===== config.mk =====
export PLATFORM = sky130hd
export DESIGN_NAME = adc_capture_ctrl
export DESIGN_NICKNAME = d
export VERILOG_FILES = /design/src/rtl/adc_capture_ctrl.sv
export SDC_FILE = /design/constraint.sdc
export NUM_CORES = 1
export LEC_CHECK = 0
export CAP_MARGIN = 30
export CORE_UTILIZATION = 45
export DETAILED_ROUTE_END_ITERATION = 10
export MAX_ROUTING_LAYER = met4
export PLACE_DENSITY = 0.74
export SLEW_MARGIN = 0
export SYNTH_ARGS = -nofsm -noshare
export SYNTH_HDL_FRONTEND = slang
export SYNTH_SLANG_ARGS = --single-unit
export TNS_END_PERCENT = 100

===== constraint.sdc =====
create_clock -name sys_clk -period 2.95 [get_ports sys_clk]
set_clock_uncertainty 0.15 [all_clocks]
set_input_delay 0.59 -clock sys_clk [delete_from_list [all_inputs] [get_ports sys_clk]]
set_output_delay 0.59 -clock sys_clk [all_outputs]
set_load 0.005 [all_outputs]

===== src/rtl/adc_capture_ctrl.sv =====
// AD9280-class ADC front end: programmable sample clock, pipeline-latency flush
// and block reduction (pass / boxcar average / max / min) with a clip flag.
module adc_capture_ctrl #(
  parameter int DATA_W       = 8,
  parameter int DIV_W        = 8,
  parameter int AVG_MAX_LOG2 = 4,
  parameter int PIPE_LAT     = 3
) (
  input  logic              sys_clk,
  input  logic              rst_n,
  input  logic              enable,
  input  logic [DIV_W-1:0]  clk_div,
  input  logic [1:0]        mode,
  input  logic [2:0]        avg_log2,
  input  logic [DATA_W-1:0] ad_data,
  output logic              ad_clk,
  output logic [DATA_W-1:0] data_out,
  output logic              data_valid,
  output logic              ovr
);
  localparam int ACC_W      = DATA_W + AVG_MAX_LOG2;
  localparam int BLK_W      = (AVG_MAX_LOG2 > 0) ? AVG_MAX_LOG2 : 1;
  localparam int FL_W       = (PIPE_LAT > 1) ? $clog2(PIPE_LAT) : 1;
  localparam int FLUSH_LAST = (PIPE_LAT > 0) ? PIPE_LAT - 1 : 0;
  localparam logic [2:0] K_MAX = 3'(AVG_MAX_LOG2);

  typedef enum logic [1:0] {IDLE = 2'd0, FLUSH = 2'd1, RUN = 2'd2} state_t;

  state_t            state_r, state_s;
  logic [DIV_W-1:0]  clk_div_r, div_cnt_r;
  logic [1:0]        mode_r;
  logic [2:0]        k_r, k_clamp_s;
  logic              cap_r, s_stb_r;
  logic [DATA_W-1:0] s_q_r, max_r, min_r, max_s, min_s, result_s;
  logic [FL_W-1:0]   flush_cnt_r;
  logic [BLK_W-1:0]  blk_cnt_r, last_idx_s;
  logic [ACC_W-1:0]  acc_r, acc_s;
  logic              clip_r, clip_blk_s, first_s, last_s;

  function automatic logic is_clipped(input logic [DATA_W-1:0] v);
    return (v == {DATA_W{1'b0}}) || (v == {DATA_W{1'b1}});
  endfunction

  // Block size exponent to latch: clamped, and forced to 0 in pass mode
  always_comb begin
    k_clamp_s = avg_log2;
    if (mode == 2'd0) begin
      k_clamp_s = 3'd0;
    end else if (avg_log2 > K_MAX) begin
      k_clamp_s = K_MAX;
    end else begin
      k_clamp_s = avg_log2;
    end
  end

  // Configuration is sampled only on the start edge out of IDLE
  always_ff @(posedge sys_clk or negedge rst_n) begin
    if (!rst_n) begin
      clk_div_r <= {DIV_W{1'b0}};
      mode_r    <= 2'd0;
      k_r       <= 3'd0;
    end else if (state_r == IDLE && enable) begin
      clk_div_r <= clk_div;
      mode_r    <= mode;
      k_r       <= k_clamp_s;
    end
  end

  // FSM state register
  always_ff @(posedge sys_clk or negedge rst_n) begin
    if (!rst_n) state_r <= IDLE;
    else        state_r <= state_s;
  end

  // FSM next state; an enable drop always wins
  always_comb begin
    state_s = state_r;
    case (state_r)
      IDLE: begin
        if (enable) state_s = (PIPE_LAT == 0) ? RUN : FLUSH;
        else        state_s = IDLE;
      end
      FLUSH: begin
        if (!enable)                                          state_s = IDLE;
        else if (s_stb_r && flush_cnt_r == FL_W'(FLUSH_LAST)) state_s = RUN;
        else                                                  state_s = FLUSH;
      end
      RUN: begin
        if (!enable) state_s = IDLE;
        else         state_s = RUN;
      end
      default: state_s = IDLE;
    endcase
  end

  // Sample clock divider; the rising toggle captures ad_data, s_stb follows one cycle later
  always_ff @(posedge sys_clk or negedge rst_n) begin
    if (!rst_n) begin
      div_cnt_r <= {DIV_W{1'b0}};
      ad_clk    <= 1'b0;
      cap_r     <= 1'b0;
      s_stb_r   <= 1'b0;
      s_q_r     <= {DATA_W{1'b0}};
    end else if (state_r == IDLE || !enable) begin
      div_cnt_r <= {DIV_W{1'b0}};
      ad_clk    <= 1'b0;
      cap_r     <= 1'b0;
      s_stb_r   <= 1'b0;
    end else begin
      s_stb_r <= cap_r;
      if (div_cnt_r == clk_div_r) begin
        div_cnt_r <= {DIV_W{1'b0}};
        ad_clk    <= ~ad_clk;
        cap_r     <= ~ad_clk;
        if (!ad_clk) s_q_r <= ad_data;
      end else begin
        div_cnt_r <= div_cnt_r + DIV_W'(1);
        cap_r     <= 1'b0;
      end
    end
  end

  // Discarded-sample counter for the converter pipeline flush
  always_ff @(posedge sys_clk or negedge rst_n) begin
    if (!rst_n) begin
      flush_cnt_r <= {FL_W{1'b0}};
    end else if (state_r != FLUSH || !enable) begin
      flush_cnt_r <= {FL_W{1'b0}};
    end else if (s_stb_r) begin
      if (flush_cnt_r == FL_W'(FLUSH_LAST)) flush_cnt_r <= {FL_W{1'b0}};
      else                                  flush_cnt_r <= flush_cnt_r + FL_W'(1);
    end
  end

  // Reducer next values and the per-mode block result
  always_comb begin
    last_idx_s = {BLK_W{1'b0}};
    for (int i = 0; i < BLK_W; i++) last_idx_s[i] = (i < int'(k_r));
    first_s = (blk_cnt_r == {BLK_W{1'b0}});
    last_s  = (blk_cnt_r == last_idx_s);
    if (first_s) begin
      acc_s      = ACC_W'(s_q_r);
      max_s      = s_q_r;
      min_s      = s_q_r;
      clip_blk_s = is_clipped(s_q_r);
    end else begin
      acc_s      = acc_r + ACC_W'(s_q_r);
      max_s      = (s_q_r > max_r) ? s_q_r : max_r;
      min_s      = (s_q_r < min_r) ? s_q_r : min_r;
      clip_blk_s = clip_r | is_clipped(s_q_r);
    end
    case (mode_r)
      2'd0:    result_s = s_q_r;
      2'd1:    result_s = DATA_W'(acc_s >> k_r);
      2'd2:    result_s = max_s;
      2'd3:    result_s = min_s;
      default: result_s = s_q_r;
    endcase
  end

  // Block accumulation and registered outputs; a partial block is dropped on abort
  always_ff @(posedge sys_clk or negedge rst_n) begin
    if (!rst_n) begin
      blk_cnt_r  <= {BLK_W{1'b0}};
      acc_r      <= {ACC_W{1'b0}};
      max_r      <= {DATA_W{1'b0}};
      min_r      <= {DATA_W{1'b0}};
      clip_r     <= 1'b0;
      data_out   <= {DATA_W{1'b0}};
      ovr        <= 1'b0;
      data_valid <= 1'b0;
    end else begin
      data_valid <= 1'b0;
      if (state_r != RUN || !enable) begin
        blk_cnt_r <= {BLK_W{1'b0}};
      end else if (s_stb_r) begin
        acc_r  <= acc_s;
        max_r  <= max_s;
        min_r  <= min_s;
        clip_r <= clip_blk_s;
        if (last_s) begin
          blk_cnt_r  <= {BLK_W{1'b0}};
          data_out   <= result_s;
          ovr        <= clip_blk_s;
          data_valid <= 1'b1;
        end else begin
          blk_cnt_r <= blk_cnt_r + BLK_W'(1);
        end
      end
    end
  end
endmodule


* Word level (Yosys, flattened, before mapping) *
Index checks and enable logic that the tools add are counted.

operators by class
  bitwise logic cells = 4
  multiplexer cells = 30
  magnitude comparators = 7
  reduce and logical (&&, ||, !) cells = 18
  shift operators = 1
  equality and inequality tests = 11
  add/sub/neg operators = 4

operator list
  operator                                                                     count
  8-bit 2-to-1 mux                                                             6
  8-bit one-hot mux with 4 select lines                                        1
  12-bit by 8-bit adder with 12-bit output                                     1
  12-bit 2-to-1 mux                                                            1
  2-bit 2-to-1 mux                                                             6
  4-bit 2-to-1 mux                                                             3
  12-bit by 3-bit >> shifter with 8-bit output                                 1
  1-bit 2-to-1 mux                                                             10
  8-bit by 1-bit adder with 8-bit output, second input constant                1
  2-bit equality test, second input constant                                   4
  8-bit equality test                                                          1
  8-bit equality test, second input constant                                   1
  8-bit greater-than comparator                                                1
  8-bit zero test                                                              1
  8-bit less-than comparator                                                   1
  2-bit zero test                                                              3
  1-bit by 3-bit less-than comparator with 1-bit output, first input constant  2
  2-bit by 3-bit less-than comparator with 1-bit output, first input constant  2
  3-bit 2-to-1 mux                                                             2
  2-bit one-hot mux with 3 select lines                                        1
  3-bit AND reduction                                                          2
  2-bit nonzero test                                                           3
  4-bit by 1-bit adder with 4-bit output, second input constant                1
  2-bit by 1-bit equality test with 1-bit output, second input constant        2
  12 further kinds                                                             18

storage, ports and cells
  logic and storage cells = 93
  register bits after elaboration = 79
  output and inout bits = 11
  bits of input ports = 24

* Depth between registers and ports, before layout *
Gate-level depths: netlist (run 1).

  depth after elaboration = 5
  mapped depth = 13
  gate-level depth less buffers = 10

* Least setup slack after synthesis (run 1) *
Ideal clock, no wire load.

  kind = reg2reg
  start point = register s_q_r[0]
  end point = register data_out[4]
  path slack = 0.145 ns
  setup time = 0.133 ns
  arrival = 2.522 ns
  required time = 2.667 ns
  path buffers = 0
  clock period less this slack = 2.805 ns
  stages on the path, launching flop included = 11
  cell sequence = dfrtp_1 -> ha_1 -> inv_1 -> fa_1 -> nand2b_1 -> a21oi_1 -> o2111ai_1 -> xnor2_1 -> o32ai_1 -> a2111oi_1 -> a21oi_1

on the way
  word-level cells in the longest chain between the ends = 4
  elaborated cells between the ends (all ways) = 10
  classes of those cells = add/sub (1); order compare (2); shift (1); mux (6)

ends and longest elaborated chain
  what                                                                                     line      RTL
  start: declaration                                                                       34        logic [DATA_W-1:0] s_q_r, max_r, min_r, max_s, min_s, result_s;
  start signal: assignment                                                                 103       s_q_r <= {DATA_W{1'b0}};
  start signal: assignment                                                                 115       if (!ad_clk) s_q_r <= ad_data;
  12-bit by 8-bit adder with 12-bit output, or another cell as far along                   147       acc_s = acc_r + ACC_W'(s_q_r);
  12-bit 2-to-1 mux, or another cell as far along                                          141       if (first_s) begin
  12-bit by 3-bit >> shifter with 8-bit output / 8-bit 2-to-1 mux (equally long branches)  154, 141
  8-bit one-hot mux with 4 select lines (*)                                                152       case (mode_r)
  end signal: assignment                                                                   169       data_out <= {DATA_W{1'b0}};
  end signal: assignment                                                                   183       data_out <= result_s;
  end: declaration                                                                         17        output logic [DATA_W-1:0] data_out,

Mark *: on every way between the ends. The rest lies on a longest branch, timed or not.
A chain may end at the register's enable or synchronous reset.

* Worst setup path in the final report (run 1) *
  start point = register s_q_r[0]
  end point = register data_out[0]

The elaborated chain is that of the path after synthesis.

==> results.ini, run 1 <==
[timing]
setup_viol = 0
fin_crit_sh_pct = 96.65
worst_slew_margin_rel_pct = 60.32
worst_pin_slew_ps = 590.2
hold_viol_final = 0
finalMaxSlewViolations = 0
period_minus_slack_ps = 2851
rsz0062_at_grt = yes
max_freq_mhz = 350.7

[synth]
synth-edff-count = 0
ys_ff_latch = 79
synth_top_area_cell = dfrtp_1
yosysSeqAreaShare_pct = 37.86
synth_cell_type_count = 67
yosys-top-cells-area = dfrtp_1 (38%), nand2_1 (7.0%), ha_1 (6.2%)
async_flop_share_pct = 100.0
yosys_warnings = 0
syn_nets = 655
synthFlopType = dfrtp_1
syn_inst = 604
netlist_area_sq_um = 5221
yosysMostFrequentCell = nand2_1
synth_top_cells_by_count = nand2_1 (98), dfrtp_1 (79), o21ai_0 (51)
yosysTopAreaCellShare_pct = 37.86
syn_area_per_cell_sq_um = 8.644

[worst_setup_path]
critPathTopFamily = compound AO/OA/AOI/OAI gates
path_buf_inv = 2
setup.worst_path.class = reg -> reg
arrival_ps = 2920
path_cells = ha_1 > inv_1 > fa_1 > nand2b_1 > o2bb2ai_1 > xnor2_1 > a211oi_2 > nor3_1 > o311ai_1 > buf_4 > nand3_1
cp_slowest_stage_delay_ps = 390
crit_path_max_fanout = 3
cp-end-kind = register
cpMaxStageDelayCell = fa_1
crit_required_ps = 3010
start_kind = register

[global_route]
use_met3_pct = 5.276
antenna_found_initial = 0
grtUsageTotal_pct = 25.68
grt-busiest-layer = met2
grt_max_degree = 52
grt_pass1_wl_um = 22880
met1_usage_pct = 33.25
grt_pass1_vias = 4665
met2_usage_pct = 40.21
grt.overflow.total = 0

[detailed_routing]
antenna_left = 0
vias = 4770
first_pass_iters = 5
vias_per_cell = 5.977
drc = 0
drt_iter0_drc = 404
wl_um = 13980
wl_per_cell_um = 17.52

[clocking]
cts_tree = built
clock_latency_ps = 340
root_buffer = clkbuf_16
clock_sinks = 79
clkSlewWorstSetupHoldPaths_ps = 60
cts_buffer_depth = 2
htreeDepth = 3
cts_hold_buf = 0
numCtsBuffers = 9

[power]
ir_worst_vdd_mv = 0.4320
p_leak_nw = 2.740
power_density_nw_per_um2 = 533.3
finalPower_w = 0.003361

[placement]
portBuffers = 34
place_area_sq_um = 5883
gp_congestion = 0.9480
dp_hpwl_um = 10380

[cells_and_area]
final_cell_area_sq_um = 6301
antenna_cells = 0
synthToLayoutAreaGrowth_pct = 20.68
final_nets = 704
drive_above_1_share_pct = 14.13

[die]
core_sq_um = 11080
ioPinCount = 35
fp.dieArea_sq_um = 12040
initial_core_util_pct = 47.13
fp-row-count = 38
fp.dieH_um = 109.7
fp.dieW_um = 109.7

[status]
outcome = complete, no violations

[flow_run]
cap_violations = 0

[min_path]
hold_path_class = in -> async

-- stage by stage --
step | TNS [ps] | utilization (%) | cells | worst slack (ps) | hold slack [ps]
2_1_floorplan | 0 | - | 604 | 144.5 | 144.4
3_3_place_gp | 0 | 52.86 | 779 | 12.31 | 313.0
3_5_place_dp | 0 | 53.11 | 780 | 30.43 | 314.0
4_1_cts | 0 | 56.18 | 797 | 4.731 | 41.20
5_1_grt | -35.54 | 56.88 | 798 | -35.54 | 57.30
6_report | 0 | 56.88 | 798 | 98.74 | 27.84
-- area by class of cell --
cell class                      instances  area, sq um
Fill cell                             941         4777
Timing Repair Buffer                   71        648.1
Tap cell                              140        175.2
Inverter                               35        131.4
Clock inverter                          6        93.84
Clock buffer                           10        239.0
Multi-Input combinational cell        457         3037
Sequential cell                        79         1977
-- metal layers --
layer  share of wire [%]  vias up
met5                   0        -
li1                    -     2241
met2                  47      208
met1                  43     2294
met3                 7.3       27
met4                 2.1        0
-- report_power, final --
| group | switching [W] | internal [W] | leakage, nW |
|---|---|---|---|
| Sequential | 0.0000774 | 0.00115 | 1.02 |
| Combinational | 0.000544 | 0.000366 | 1.56 |
| Clock | 0.000459 | 0.000768 | 0.159 |
| Total | 0.00108 | 0.00228 | 2.74 |
-- cells by family after synthesis --
logic type / share of synthesized area, %
AO/OA/AOI/OAI: 19.19
XOR/XNOR: 4.194
adder cells (fa/ha/maj): 6.614
buffers and inverters: 5.416
flip-flops: 37.86
multiplexers: 5.655
AND/OR/NAND/NOR: 21.06
-- state kept, by name, summed over array words and instances, names as in the netlist --
name	count
s_stb_r	1
ad_clk	1
clk_div_r	8
data_out	8
acc_r	12
mode_r	2
k_r	3
min_r	8
s_q_r	8
flush_cnt_r	2
state_r	2
max_r	8
cap_r	1
div_cnt_r	8
blk_cnt_r	4
ovr	1
data_valid	1
clip_r	1
-- worst paths after layout --
kind | from | to | slack (ps) | depth (start not counted)
max | s_q_r[0] | data_out[0] | 100 | 11
max reg2reg | s_q_r[0] | data_out[0] | 100 | 11
max in group asynchronous | rst_n | acc_r[9] | 2040 | 2
min reg2reg | cap_r | s_stb_r | 320 | 2
min | rst_n | min_r[0] | 30 | 1
min in group sys_clk | cap_r | s_stb_r | 320 | 2
-- cells in the final DEF, fill, tap and decap left out, types with 6 or more instances in the layout --
cell type / netlist / routed
a211oi_1: 11 / 9
nor3_1: 13 / 13
inv_1: 35 / 35
mux2i_1: 16 / 16
nor2_1: 39 / 39
clkbuf_16: 0 / 9
nor2b_1: 6 / 6
a21oi_1: 26 / 23
mux2_2: 12 / 12
or3_1: 7 / 7
nand3_1: 21 / 21
o21ai_0: 51 / 51
ha_1: 26 / 22
buf_4: 2 / 36
nand2b_1: 11 / 10
xnor2_1: 11 / 11
dfrtp_1: 79 / 79
clkdlybuf4s50_1: 0 / 33
nand2_1: 98 / 98
xor2_1: 14 / 14
nand4_1: 8 / 8
-- worst register-to-register path: stages, from the launching register on --
cell and delay (ps):
dfrtp_1 350, ha_1 210, inv_1 70, fa_1 390
nand2b_1 220, o2bb2ai_1 210, xnor2_1 190, a211oi_2 270
nor3_1 90, o311ai_1 340, buf_4 180, nand3_1 70
-- what timing repair did --
action / in CTS / in global routing
endpoints found under the setup margin: 1 / 8
pin swaps: 1 / 3
setup buffers: 1 / 1
endpoints found under the hold margin: 0 / 0
gates resized for setup: 0 / 16
Power figures use the tool's default switching activity.
==> inputs of run 2 (changes only) <==
--- a/config.mk
+++ b/config.mk
@@ -7,10 +7,12 @@
 export LEC_CHECK = 0
 export CAP_MARGIN = 30
 export CORE_UTILIZATION = 45
+export CTS_BUF_LIST = sky130_fd_sc_hd__clkbuf_4 sky130_fd_sc_hd__clkbuf_8
 export DETAILED_ROUTE_END_ITERATION = 10
 export MAX_ROUTING_LAYER = met4
 export PLACE_DENSITY = 0.74
-export SLEW_MARGIN = 0
+export SKIP_CTS_REPAIR_TIMING = 1
+export SLEW_MARGIN = 10
 export SYNTH_ARGS = -nofsm -noshare
 export SYNTH_HDL_FRONTEND = slang
 export SYNTH_SLANG_ARGS = --single-unit
==> results.ini, run 2 (synthesized netlist as in run 1, its figures left out) <==
[timing]
holdWs_ps = -9.407
fin_crit_sh_pct = 97.99
worst_slew_margin_rel_pct = 59.89
period_minus_slack_ps = 2891
worst_pin_slew_ps = 596.5
worst_slack_ps = 59.24
finalMaxSlewViolations = 0
hold_viol_final = 8
setup_viol = 0
max_freq_mhz = 345.9

[detailed_routing]
met2_length_um = 6642
drc = 0
wl_met3_um = 1062
antenna_left = 0
vias_per_cell = 5.942
wl_um = 13930
vias = 4742
wl_met1_um = 5950
first_pass_iters = 5
route.top_layer_used = met4
drt_iter0_drc = 436
wl_per_cell_um = 17.46

[clocking]
cts_tree = built
htreeDepth = 3
clkSlewWorstSetupHoldPaths_ps = 90
clock_latency_ps = 370
clock_sinks = 79
numCtsBuffers = 9
cts_buffer_depth = 2
root_buffer = clkbuf_8

[placement]
gp_congestion = 0.9480
portBuffers = 34
dp_hpwl_um = 10380
placedCellCount = 780
place_ws_ps = 30.43

[global_route]
grt.overflow.total = 0
grt_max_degree = 52
grt_pass1_wl_um = 22790
grtUsageTotal_pct = 25.60
antenna_found_initial = 0
grt_pass1_vias = 4625

[die]
core_sq_um = 11080
fp.dieW_um = 109.7
fp-row-count = 38
initial_core_util_pct = 47.13
ioPinCount = 35
fp.dieH_um = 109.7
fp.dieArea_sq_um = 12040

[flow_run]
cap_violations = 0

[worst_setup_path]
crit_path_end = data_out[4]
crit_path_max_fanout = 3
cp-end-kind = register
setup.worst_path.class = reg -> reg
startpoint = s_q_r[0]
ff2ff_setup_slack_ps = 60
ff2ff_path_depth = 10
arrival_ps = 2990
start_kind = register
crit_required_ps = 3050
r2r_end = data_out[4]
reg2reg_from = s_q_r[0]

[cells_and_area]
final_nets = 704
final_cell_count_no_fill = 798
most-common-layout-cells = nand2_1 (98), dfrtp_1 (79), o21ai_0 (51)
synthToLayoutAreaGrowth_pct = 18.55
top_register = acc_r
drive_above_1_share_pct = 13.98
final_common_cell = nand2_1
antenna_cells = 0
largest_reg_flops = 12

[power]
finalPower_w = 0.003064
intPower_w = 0.002010
seqPwrFrac_pct = 39.7
combPwrFrac_pct = 29.7
ir_worst_vdd_mv = 0.3710
switchingPower_w = 0.001054
p_leak_nw = 2.700
power_density_nw_per_um2 = 495.0
clockPowerShare_pct = 30.6
p_sw_share_pct = 34.41

[status]
outcome = finished, violations left
violations = hold timing

[min_path]
hold_path_class = in -> async

==> run 2: cell counts in the layout (fill, tap and decap cells not counted) <==
No cell type changed its count.
==> run 2: layer usage <==
layer  vias to the layer above  global-route usage, %
li1                       2237                      -
met1                      2283                  32.94
met2                       197                  40.16
met3                        25                  5.631
met4                         0                  8.286
met5                         -                      -
==> run 2: worst min path at each step <==
stage           from        to  slack, ps  cells after the start
4_1_cts        rst_n  min_r[0]         -2                      1
2_1_floorplan  rst_n  acc_r[0]        140                      0
5_1_grt        rst_n  acc_r[2]         20                      1
3_5_place_dp   cap_r   s_stb_r        310                      2
6_report       rst_n  min_r[0]         -9                      1
3_3_place_gp   cap_r   s_stb_r        310                      2
==> run 2: critical path: stages, from the launching register on <==
cell	delay [ps]
dfrtp_1	360
ha_1	200
inv_1	70
fa_1	390
nand2b_1	230
a21oi_4	200
o2111ai_1	220
xnor2_1	340
o32ai_1	150
a2111oi_1	340
a21oi_1	120
==> run 2: layout make-up <==
cell class | count | area (sq um)
Fill cell | 970 | 4888
Multi-Input combinational cell | 457 | 3027
Sequential cell | 79 | 1977
Timing Repair Buffer | 71 | 648.1
Tap cell | 140 | 175.2
Clock buffer | 10 | 137.6
Inverter | 35 | 131.4
Clock inverter | 6 | 93.84
==> run 2: per-stage QoR <==
step / util (%) / TNS (ps) / area [sq um]
after CTS: 55.20 / -2.471 / 6115
after floorplan: - / 0 / 5221
final: 55.87 / 0 / 6190
after detailed placement: 53.11 / 0 / 5883
after global placement: 52.86 / 0 / 5856
after global routing: 55.87 / -54.40 / 6190
==> run 2: power by group through the flow <==
stage	sequential, W	combinational, W	clock, W
2_1_floorplan	0.00123	0.000541	0
3_3_place_gp	0.00123	0.000834	0
5_1_grt	0.00123	0.00101	0.000990
6_report	0.00122	0.000910	0.000937
3_5_place_dp	0.00124	0.000870	0
4_1_cts	0.00122	0.000879	0.000950
==> inputs of run 3 (changes only) <==
--- a/config.mk
+++ b/config.mk
@@ -11,7 +11,6 @@
 export DETAILED_ROUTE_END_ITERATION = 10
 export MAX_ROUTING_LAYER = met4
 export PLACE_DENSITY = 0.74
-export SKIP_CTS_REPAIR_TIMING = 1
 export SLEW_MARGIN = 10
 export SYNTH_ARGS = -nofsm -noshare
 export SYNTH_HDL_FRONTEND = slang
==> results.ini, run 3 (synthesized netlist as in run 1, its figures left out) <==
[power]
power_density_nw_per_um2 = 494.6
p_leak_nw = 2.705
ir_worst_vdd_mv = 0.3710

[timing]
period_minus_slack_ps = 2871
worst_pin_slew_ps = 598.8
worst_slack_ps = 79.23
fin_crit_sh_pct = 97.31
worst_slew_margin_rel_pct = 59.74
max_freq_mhz = 348.3
hold_viol_final = 0
setup_viol = 0
finalMaxSlewViolations = 0

[placement]
place_ws_ps = 30.43
place_area_sq_um = 5883
gp_congestion = 0.9480
portBuffers = 34
dp_hpwl_um = 10380

[clocking]
clock_sinks = 79
cts_tree = built
clkSlewWorstSetupHoldPaths_ps = 90
root_buffer = clkbuf_8
clock_latency_ps = 370
numCtsBuffers = 9
cts_buffer_depth = 2
htreeDepth = 3

[global_route]
grt_pass1_wl_um = 22790
grt.overflow.total = 0
antenna_found_initial = 0
grtUsageTotal_pct = 25.60
grt_max_degree = 52
grt_pass1_vias = 4625

[worst_setup_path]
crit_required_ps = 3050
cp-end-kind = register
start_kind = register
crit_path_max_fanout = 3
arrival_ps = 2970
setup.worst_path.class = reg -> reg

[flow_run]
cap_violations = 0

[min_path]
hold_path_class = reg -> reg

[die]
fp.dieArea_sq_um = 12040
fp-row-count = 38
core_sq_um = 11080
initial_core_util_pct = 47.13
ioPinCount = 35
fp.dieH_um = 109.7
fp.dieW_um = 109.7

[cells_and_area]
synthToLayoutAreaGrowth_pct = 18.84
final_cell_area_sq_um = 6205
most-common-layout-cells = nand2_1 (98), dfrtp_1 (79), o21ai_0 (51)
final_common_cell = nand2_1
antenna_cells = 0
drive_above_1_share_pct = 14.11
final_nets = 705
largest_reg_flops = 12
top_register = acc_r
nFillCells = 968

[detailed_routing]
wl_met3_um = 1071
antenna_left = 0
first_pass_iters = 5
drc = 0
vias_per_cell = 5.960
wl_per_cell_um = 17.47
route.top_layer_used = met4
vias = 4762
met2_length_um = 6612
wl_met1_um = 5940
wl_um = 13960
drt_iter0_drc = 423

[status]
outcome = complete, no violations

## run 3: cell types whose count changed in the layout (fill, tap and decap cells not counted)
cell           change
nor3_2             +1
dlygate4sd3_1      +1
nor3_1             -1
## run 3: final cells by class
type                       count  area (sq um)  share of cell area (%)
clock buffer                  10         137.6                   2.218
clock inverter                 6         93.84                   1.512
inverter                      35         131.4                   2.117
multi-input combinational    457          3032                   48.86
sequential                    79          1977                   31.86
tap                          140         175.2                   2.823
timing repair buffer          72         658.1                   10.61
## run 3: critical path, cell delays in order (launching register included)
cell and delay [ps]:
dfrtp_1 360, ha_1 200, inv_1 70, fa_1 380, nand2b_1 230, a21oi_4 200
o2111ai_1 220, xnor2_1 330, o32ai_1 150, a2111oi_1 340, a21oi_1 120
## run 3: layer usage
metal | vias up | GRT usage, %
met4 | 0 | 8.286
met2 | 193 | 40.16
li1 | 2241 | -
met5 | - | -
met1 | 2294 | 32.98
met3 | 34 | 5.572
## run 3: worst paths after layout
kind,cells past startpoint,slack (ps),end,start
max,10,80,data_out[4],s_q_r[0]
min,2,320,s_stb_r,cap_r
max reg2reg,10,80,data_out[4],s_q_r[0]
min reg2reg,2,320,s_stb_r,cap_r
max in group asynchronous,3,1530,acc_r[9],rst_n
min in group asynchronous,2,540,min_r[0],rst_n
## run 3: report_power, final
group	switching (W)	total (W)	internal [W]
Sequential	0.0000727	0.00122	0.00114
Clock	0.000432	0.000935	0.000504
Combinational	0.000553	0.000917	0.000364
## run 3: timing repair
action / in CTS / in global routing
gates cloned: 0 / 0
endpoints found under the setup margin: 1 / 9
pin swaps: 0 / 5
hold buffers: 1 / 0
setup buffers: 0 / 2
gates resized for setup: 1 / 15
endpoints found under the hold margin: 5 / 0
## run 3: through the flow
| step | cells | TNS [ps] | util, % | power (W) | hold WS, ps |
|---|---|---|---|---|---|
| 2_1_floorplan | 604 | 0 | - | 0.001775 | 144.4 |
| 3_3_place_gp | 779 | 0 | 52.86 | 0.002067 | 313.0 |
| 3_5_place_dp | 780 | 0 | 53.11 | 0.002108 | 314.0 |
| 4_1_cts | 797 | 0 | 55.29 | 0.003046 | 326.0 |
| 5_1_grt | 799 | -43.09 | 56.01 | 0.003234 | 344.8 |
| 6_report | 799 | 0 | 56.01 | 0.003069 | 323.7 |
